## src/rtl/uart_send_frame_if.sv

```systemverilog
// uart_send_frame_if: producer-facing bundle of the UART transmitter.
// LevelW must equal the width of SendLevel in the attached transmitter.
interface uart_send_frame_if #(
    parameter int LevelW = 1
);
    logic              SendEn;
    logic [7:0]        SendData;
    logic              SendFull;
    logic [LevelW-1:0] SendLevel;
    logic              SendBusy;
    logic              SendDone;
    logic              SendOverflow;
    logic              UartTx;

    modport master (
        output SendEn, SendData,
        input  SendFull, SendLevel, SendBusy, SendDone, SendOverflow, UartTx
    );

    modport slave (
        input  SendEn, SendData,
        output SendFull, SendLevel, SendBusy, SendDone, SendOverflow, UartTx
    );
endinterface

```

## src/rtl/uart_send_frame.sv

```systemverilog
// uart_send_frame: parametrised UART transmitter. Frame is a start bit,
// DataBits payload bits LSB first, optional parity and StopBits stop bits,
// each held BpsNum = SystemClk/Bps cycles. Writes are buffered.
// Build option UART_SEND_FIFO_EN: defined gives a FifoDepth-entry FIFO,
// undefined gives a single holding register (SendLevel is then 1 bit).
module uart_send_frame #(
    parameter int SystemClk  = 50000000,
    parameter int Bps        = 115200,
    parameter int DataBits   = 8,
    parameter int ParityMode = 0,
    parameter int StopBits   = 1,
    parameter int FifoDepth  = 16
) (
    input logic              clk,
    input logic              rst,
    uart_send_frame_if.slave bus
);
    localparam int BpsNum    = SystemClk / Bps;
    localparam int HasParity = (ParityMode != 0) ? 1 : 0;
    localparam int FrameBits = 1 + DataBits + HasParity + StopBits;
    localparam int CntW      = $clog2(BpsNum);
    localparam int IdxW      = $clog2(FrameBits);
`ifdef UART_SEND_FIFO_EN
    localparam int Depth     = FifoDepth;
`else
    localparam int Depth     = 1;
`endif
    localparam int LevelW    = $clog2(Depth + 1);

    localparam logic [CntW-1:0]   LastCnt = CntW'(BpsNum - 1);
    localparam logic [IdxW-1:0]   LastIdx = IdxW'(FrameBits - 1);
    localparam logic [LevelW-1:0] FullLvl = LevelW'(Depth);

    typedef enum logic [1:0] {IDLE, LOAD, SHIFT} state_e;

    state_e              state_q, state_d;
    logic [CntW-1:0]     baud_q, baud_d;
    logic [IdxW-1:0]     idx_q, idx_d;
    logic [DataBits-1:0] data_q, data_d, head;
    logic [LevelW-1:0]   level_q, level_d;
    logic                full_q, full_d;
    logic                tx_q, tx_d;
    logic                busy_q, busy_d;
    logic                done_q, done_d;
    logic                ovf_q, ovf_d;
    logic                push, pop, empty, last_bit, parity;
    logic [FrameBits-1:0] frame;

    assign empty    = (level_q == '0);
    assign push     = bus.SendEn && !full_q;
    assign last_bit = (state_q == SHIFT) && (baud_q == LastCnt) && (idx_q == LastIdx);

    // State register: controller state plus baud and bit counters
    // NOTE: sequential state uses non-blocking assignments so every flop sees pre-edge values.
    always_ff @(posedge clk or posedge rst) begin
        if (rst) begin
            state_q <= IDLE;
            baud_q  <= '0;
            idx_q   <= '0;
        end else begin
            state_q <= state_d;
            baud_q  <= baud_d;
            idx_q   <= idx_d;
        end
    end

    // Next-state logic: sequencing, buffer pop and counter advance
    // NOTE: every signal gets a default first so no path infers a latch.
    always_comb begin
        state_d = state_q;
        pop     = 1'b0;
        baud_d  = '0;
        idx_d   = '0;
        unique case (state_q)
            IDLE: begin
                if (!empty) begin
                    state_d = LOAD;
                    pop     = 1'b1;
                end
            end
            LOAD: state_d = SHIFT;
            SHIFT: begin
                if (baud_q != LastCnt) begin
                    baud_d = baud_q + 1'b1;
                    idx_d  = idx_q;
                end else if (idx_q != LastIdx) begin
                    idx_d = idx_q + 1'b1;
                end else if (!empty) begin
                    state_d = LOAD;
                    pop     = 1'b1;
                end else begin
                    state_d = IDLE;
                end
            end
            default: state_d = IDLE;
        endcase
    end

    // Frame assembly from the latched payload: start, data, parity, stops
    always_comb begin
        parity             = (ParityMode == 1) ? ~(^data_q) : ^data_q;
        frame              = '1;
        frame[0]           = 1'b0;
        frame[DataBits:1]  = data_q;
        if (HasParity != 0) frame[DataBits+1] = parity;
    end

    // Output logic: next values of the registered line and status outputs
    always_comb begin
        tx_d    = (state_d == SHIFT) ? frame[idx_d] : 1'b1;
        busy_d  = (state_d == SHIFT) || ((state_d == LOAD) && (state_q == SHIFT));
        done_d  = last_bit;
        ovf_d   = bus.SendEn && full_q;
        level_d = level_q + LevelW'(push) - LevelW'(pop);
        full_d  = (level_d == FullLvl);
        data_d  = pop ? head : data_q;
    end

    // Output and payload registers; reset idles the line high at once
    always_ff @(posedge clk or posedge rst) begin
        if (rst) begin
            tx_q    <= 1'b1;
            busy_q  <= 1'b0;
            done_q  <= 1'b0;
            ovf_q   <= 1'b0;
            full_q  <= 1'b0;
            level_q <= '0;
            data_q  <= '0;
        end else begin
            tx_q    <= tx_d;
            busy_q  <= busy_d;
            done_q  <= done_d;
            ovf_q   <= ovf_d;
            full_q  <= full_d;
            level_q <= level_d;
            data_q  <= data_d;
        end
    end

    // NOTE: buffer storage is not reset; level_q alone says which entries are valid.
`ifdef UART_SEND_FIFO_EN
    localparam int PtrW = $clog2(FifoDepth);

    logic [DataBits-1:0] mem_q [FifoDepth];
    logic [PtrW-1:0]     wr_ptr_q, wr_ptr_d, rd_ptr_q, rd_ptr_d;

    assign head = mem_q[rd_ptr_q];

    // Pointer advance; power-of-two depth makes the wrap free
    always_comb begin
        wr_ptr_d = wr_ptr_q + PtrW'(push);
        rd_ptr_d = rd_ptr_q + PtrW'(pop);
    end

    // Pointer registers
    always_ff @(posedge clk or posedge rst) begin
        if (rst) begin
            wr_ptr_q <= '0;
            rd_ptr_q <= '0;
        end else begin
            wr_ptr_q <= wr_ptr_d;
            rd_ptr_q <= rd_ptr_d;
        end
    end

    // FIFO storage write
    always_ff @(posedge clk) begin
        if (push) mem_q[wr_ptr_q] <= bus.SendData[DataBits-1:0];
    end
`else
    logic [DataBits-1:0] hold_q, hold_d;

    assign head = hold_q;

    // Holding register captures an accepted write
    always_comb begin
        hold_d = push ? bus.SendData[DataBits-1:0] : hold_q;
    end

    // Holding register storage
    always_ff @(posedge clk) begin
        hold_q <= hold_d;
    end
`endif

    assign bus.UartTx       = tx_q;
    assign bus.SendBusy     = busy_q;
    assign bus.SendDone     = done_q;
    assign bus.SendOverflow = ovf_q;
    assign bus.SendFull     = full_q;
    assign bus.SendLevel    = level_q;
endmodule

```

## src/flat_wrapper.sv

```systemverilog
// flat-port wrapper written by rule: the top's interface ports become plain ports
module uart_send_frame_flat 
#(
    parameter int SystemClk  = 50000000,
    parameter int Bps        = 115200,
    parameter int DataBits   = 8,
    parameter int ParityMode = 0,
    parameter int StopBits   = 1,
    parameter int FifoDepth  = 16
)
  (clk, rst, bus_SendEn, bus_SendData, bus_SendFull, bus_SendLevel, bus_SendBusy, bus_SendDone, bus_SendOverflow, bus_UartTx);
  uart_send_frame_if #(.LevelW(($clog2((1) + 1)))) bus_i ();
  input logic clk;
  input logic rst;
  input wire logic [$bits(bus_i.SendEn)-1:0] bus_SendEn;
  input wire logic [$bits(bus_i.SendData)-1:0] bus_SendData;
  output wire logic [$bits(bus_i.SendFull)-1:0] bus_SendFull;
  output wire logic [$bits(bus_i.SendLevel)-1:0] bus_SendLevel;
  output wire logic [$bits(bus_i.SendBusy)-1:0] bus_SendBusy;
  output wire logic [$bits(bus_i.SendDone)-1:0] bus_SendDone;
  output wire logic [$bits(bus_i.SendOverflow)-1:0] bus_SendOverflow;
  output wire logic [$bits(bus_i.UartTx)-1:0] bus_UartTx;
  assign bus_i.SendEn = bus_SendEn;
  assign bus_i.SendData = bus_SendData;
  assign bus_SendFull = bus_i.SendFull;
  assign bus_SendLevel = bus_i.SendLevel;
  assign bus_SendBusy = bus_i.SendBusy;
  assign bus_SendDone = bus_i.SendDone;
  assign bus_SendOverflow = bus_i.SendOverflow;
  assign bus_UartTx = bus_i.UartTx;
  uart_send_frame #(.SystemClk(SystemClk), .Bps(Bps), .DataBits(DataBits), .ParityMode(ParityMode), .StopBits(StopBits), .FifoDepth(FifoDepth)) u_core (.clk(clk), .rst(rst), .bus(bus_i));
endmodule
```

## config.mk

```make
export PLATFORM = sky130hd
export DESIGN_NAME = uart_send_frame_flat
export DESIGN_NICKNAME = d
export VERILOG_FILES = /design/src/rtl/uart_send_frame_if.sv /design/src/rtl/uart_send_frame.sv /design/src/flat_wrapper.sv
export SDC_FILE = /design/constraint.sdc
export NUM_CORES = 1
export LEC_CHECK = 0
export BUFFER_PORTS_ARGS = -buffer_cell sky130_fd_sc_hd__buf_2
export CORE_MARGIN = 5
export CORE_UTILIZATION = 33
export DETAILED_ROUTE_END_ITERATION = 10
export SYNTH_ARGS = -nofsm -noshare
export SYNTH_HDL_FRONTEND = slang
export SYNTH_SLANG_ARGS = --single-unit
```

## constraint.sdc

```tcl
create_clock -name clk -period 1.9 [get_ports clk]
set_clock_uncertainty 0.15 [all_clocks]
set_input_delay 0.475 -clock clk [delete_from_list [all_inputs] [get_ports clk]]
set_output_delay 0.475 -clock clk [all_outputs]
set_load 0.05 [all_outputs]
```

==> summary.log <==
qor: status.status complete, but fails checks
qor: status.violated_checks negative setup slack
qor: logic_synthesis.synth_top_flop_cell sky130_fd_sc_hd__dfrtp_1
qor: pwr.switching_share 0.349
qor: clock_tree.worstSkewPairLatency 0.28 ns
qor: detailed_routing.detailed_route_drc_error_count 0
qor: detailed_routing.detail_route.first_pass.iterations 5
qor: setup_path.critical_path_required 1.98 ns
qor: placed_design.place_congestion 0.832
qor: logic_synthesis.synth_nets 142
qor: sta.setup_slack -0.187 ns
qor: logic_synthesis.yosysTopAreaCell sky130_fd_sc_hd__dfrtp_1
qor: grt.grt_start_max_net_pins 29
qor: logic_synthesis.synth_top_area_share 0.421
qor: sta.final_period_minus_worst_setup_slack 2.09 ns
qor: floorplanning.die_width 79.7 µm
qor: sta.timing.setup.tns -1.29 ns
qor: logic_synthesis.syn-instance-count 127
qor: grt.grtUsageTotal 0.108
qor: setup_path.worst-path-buf-inv 1
qor: placed_design.post_detailed_placement_cell_area 1940 µm²
qor: clock_tree.clock_tree_from_tritoncts yes
qor: clock_tree.cts-root-to-sink-buffers 2
qor: detailed_routing.antenna_violating_nets_post_route 0
qor: detailed_routing.via_count_of_the_routed_design 1110
qor: sta.fin_hold_ws 0.0981 ns
qor: detailed_routing.drt_wl_total 3.14 mm
qor: pwr.p_int 1.68 mW
qor: sta.grt_setup_unrepaired yes
qor: logic_synthesis.yosys.cell_types.count 38
qor: detailed_routing.avgViaCountPerCell 4.55
qor: sta.setup-violations-final 12
qor: setup_path.crit_path_max_fanout 4
qor: logic_synthesis.synthesis.area_per_instance 12.6 µm²
qor: setup_path.critPathArrivalTime 2.16 ns
qor: sta.max_clock_freq 479 MHz
qor: pwr.share_comb_of_total_power 0.361
qor: setup_path.worstReg2RegStart u_core.idx_q[1]$_DFF_PP0_
qor: setup_path.timing.critical_path.slowest_stage_cell sky130_fd_sc_hd__or4b_4
qor: pwr.leakagePower 0.946 nW
qor: finish.utilization 0.453
qor: finish.area_delta_synth_final 33.5%
qor: placed_design.quantity_of_i_o_buffers_inserted_on_ports 16
qor: clock_tree.clock-sinks 36
qor: pwr.power_density 1200 nW/µm²
qor: clock_tree.tritoncts.num_buffers 5
qor: clock_tree.cts.root.buffer_cell sky130_fd_sc_hd__clkbuf_8
qor: setup_path.critical_path.cell_chain inv_1, ha_2, or4b_4, a21oi_4, nand2_2, o221ai_2, o31a_1
qor: hold_path.type_of_the_worst_min_delay_path in2async
qor: logic_synthesis.yosys-top-cells-count sky130_fd_sc_hd__dfrtp_1, sky130_fd_sc_hd__nor2_1, sky130_fd_sc_hd__edfxtp_1, sky130_fd_sc_hd__mux2_2, sky130_fd_sc_hd__nand2_1
qor: detailed_routing.routed_wire_length_per_instance 12.8 µm
qor: finish.drive_above_1_share 0.429
qor: finish.stdcell_count 244
qor: pwr.fin_total_pwr 2.58 mW
qor: floorplanning.floorplan.io_pins 17
qor: grt.grt_antenna_before_repair 0
qor: setup_path.critPathLaunch u_core.idx_q[1]$_DFF_PP0_
qor: logic_synthesis.post_synth_instance_area 1600 µm²
qor: logic_synthesis.synth.top_cells.by_area sky130_fd_sc_hd__dfrtp_1, sky130_fd_sc_hd__edfxtp_1, sky130_fd_sc_hd__mux2_2
qor: floorplanning.start_util 0.340
qor: sta.maxSlewViolCount 0
qor: logic_synthesis.ys_seq_area_frac 0.587
qor: pwr.seqPwrFrac 0.443
qor: setup_path.critical_path_s_top_delay_family simple AND/OR/NAND/NOR gates
qor: detailed_routing.first_iter_violations 61
qor: pwr.max-vdd-ir-drop 782 µV
qor: grt.grt_pass1_wl 5.24 mm
qor: finish.nets 191
qor: logic_synthesis.yosys_warnings 0
qor: logic_synthesis.count_of_flip_flops_with_a_built_in_enable_after_synthesis 8
qor: clock_tree.h-tree-depth 2
qor: finish.n_fill_cell 429
qor: logic_synthesis.asyncSetResetFlopFracSynth 0.778
qor: setup_path.worst-setup-path-type reg2reg
qor: setup_path.worstSetupEndpointType flip-flop
qor: finish.antenna-diode-count 0
qor: floorplanning.die_h 79.7 µm
qor: clock_tree.hold_buffers 0
qor: floorplanning.placement_rows 25
qor: sta.slew-limit-headroom 0.750
qor: floorplanning.core-area 4720 µm²
qor: clock_tree.clkSlewWorstSetupHoldPaths 0.07 ns
qor: placed_design.post-place-ws -0.336 ns
qor: setup_path.crit_path_start_kind flip-flop
qor: placed_design.placed_cells 231
qor: pwr.power.net_switching 0.900 mW
qor: logic_synthesis.postSynthRegisterBits 36
qor: pwr.share_clk_of_total_power 0.196
qor: finish.postLayoutCellArea 2140 µm²
qor: sta.worstMarginPinSlew 0.371 ns
qor: floorplanning.design.die.area 6360 µm²
qor: sta.final-hold-violation-count 0
qor: flow_run.max_cap_violations 0
qor: grt.global_route.overflow_total 0
qor: setup_path.cp_slowest_stage_delay 0.55 ns
qor: sta.fin_crit_sh 1.10
qor: logic_synthesis.synthMostInstantiatedCell sky130_fd_sc_hd__dfrtp_1
qor: placed_design.place.detailed.hpwl 2.21 mm
qor: grt.vias_in_the_first_global_route 1160
[flip-flops by register name, summed over array words and instances (netlist names)]
signal / cells
u_core.baud_q: 9
u_core.data_q: 8
u_core.head: 8
u_core.idx_q: 4
u_core.state_q: 2
u_core.bus.SendBusy: 1
u_core.bus.SendDone: 1
u_core.bus.SendLevel: 1
u_core.bus.SendOverflow: 1
u_core.bus.UartTx: 1
[routing by layer]
layer  share of wire  vias to the layer above  track usage
li1                -                      546            -
met1            0.42                      533        0.121
met2            0.52                       23        0.187
met3           0.035                        8       0.0282
met4           0.024                        0       0.0584
met5               0                        -            0
[cell families after synthesis]
| logic type | synth area share |
|---|---|
| compound gates | 0.0663 |
| xor+xnor | 0.0437 |
| fa+ha+maj | 0.0312 |
| buf+inv | 0.0257 |
| flops | 0.587 |
| mux | 0.0889 |
| simple gates | 0.157 |
[power by group through the flow]
| stage | combinational (mW) | sequential (mW) | clock (mW) |
|---|---|---|---|
| 6_report | 0.930 | 1.14 | 0.506 |
| 5_1_grt | 1.01 | 1.17 | 0.554 |
| 4_1_cts | 0.894 | 1.14 | 0.523 |
| 3_5_place_dp | 0.799 | 1.13 | 0 |
| 3_3_place_gp | 0.773 | 1.12 | 0 |
| 2_1_floorplan | 0.455 | 1.25 | 0 |
[tightest hold or removal path: stages]
cell	delay (ns)
sky130_fd_sc_hd__buf_2	0.10
sky130_fd_sc_hd__inv_1	0.04
sky130_fd_sc_hd__buf_4	0.32
[path summary, 6_finish.rpt]
path	end	slack (ns)	cells past startpoint
max reg2reg	u_core.bus.UartTx$_DFF_PP1_	-0.19	7
max	u_core.bus.UartTx$_DFF_PP1_	-0.19	7
min reg2reg	u_core.data_q[7]$_DFFE_PP0P_	0.33	1
min in group clk	u_core.head[3]$_DFFE_PP_	0.22	1
min	u_core.baud_q[2]$_DFF_PP0_	0.1	3
max in group asynchronous	u_core.bus.UartTx$_DFF_PP1_	1.19	3
[cell usage in the layout, fill, tap and decap left out, types with 3 or more instances in the layout]
| cell type | n |
|---|---|
| sky130_fd_sc_hd__nor2_1 | 13 |
| sky130_fd_sc_hd__nand2_1 | 7 |
| sky130_fd_sc_hd__edfxtp_1 | 8 |
| sky130_fd_sc_hd__clkbuf_8 | 5 |
| sky130_fd_sc_hd__mux2_2 | 7 |
| sky130_fd_sc_hd__nand3_1 | 4 |
| sky130_fd_sc_hd__inv_1 | 5 |
| sky130_fd_sc_hd__buf_2 | 16 |
| sky130_fd_sc_hd__o21ai_0 | 3 |
| sky130_fd_sc_hd__dfrtp_1 | 27 |
| sky130_fd_sc_hd__buf_4 | 25 |
| sky130_fd_sc_hd__a21oi_1 | 3 |
| sky130_fd_sc_hd__xnor2_1 | 5 |
| sky130_fd_sc_hd__xor2_1 | 3 |
[cell type report]
| cell class | instances | area, µm² | share of cell area |
|---|---|---|---|
| clock inverters | 1 | 5.00 | 0.00234 |
| well taps | 67 | 83.8 | 0.0392 |
| inverters | 6 | 22.5 | 0.0105 |
| repair buffers | 43 | 290 | 0.136 |
| clock buffers | 7 | 76.3 | 0.0357 |
| flip-flops and latches | 36 | 942 | 0.440 |
| multi-input cells | 84 | 721 | 0.337 |
[timing repair]
| action | 4_1_cts | 5_1_grt |
|---|---|---|
| setup buffers | 2 | 2 |
| setup endpoints to repair | 14 | 14 |
| cloned | 1 | 0 |
| gates resized for setup | 13 | 5 |
| pin swaps | 4 | 3 |
No activity file was read; power rests on OpenSTA's default activity.
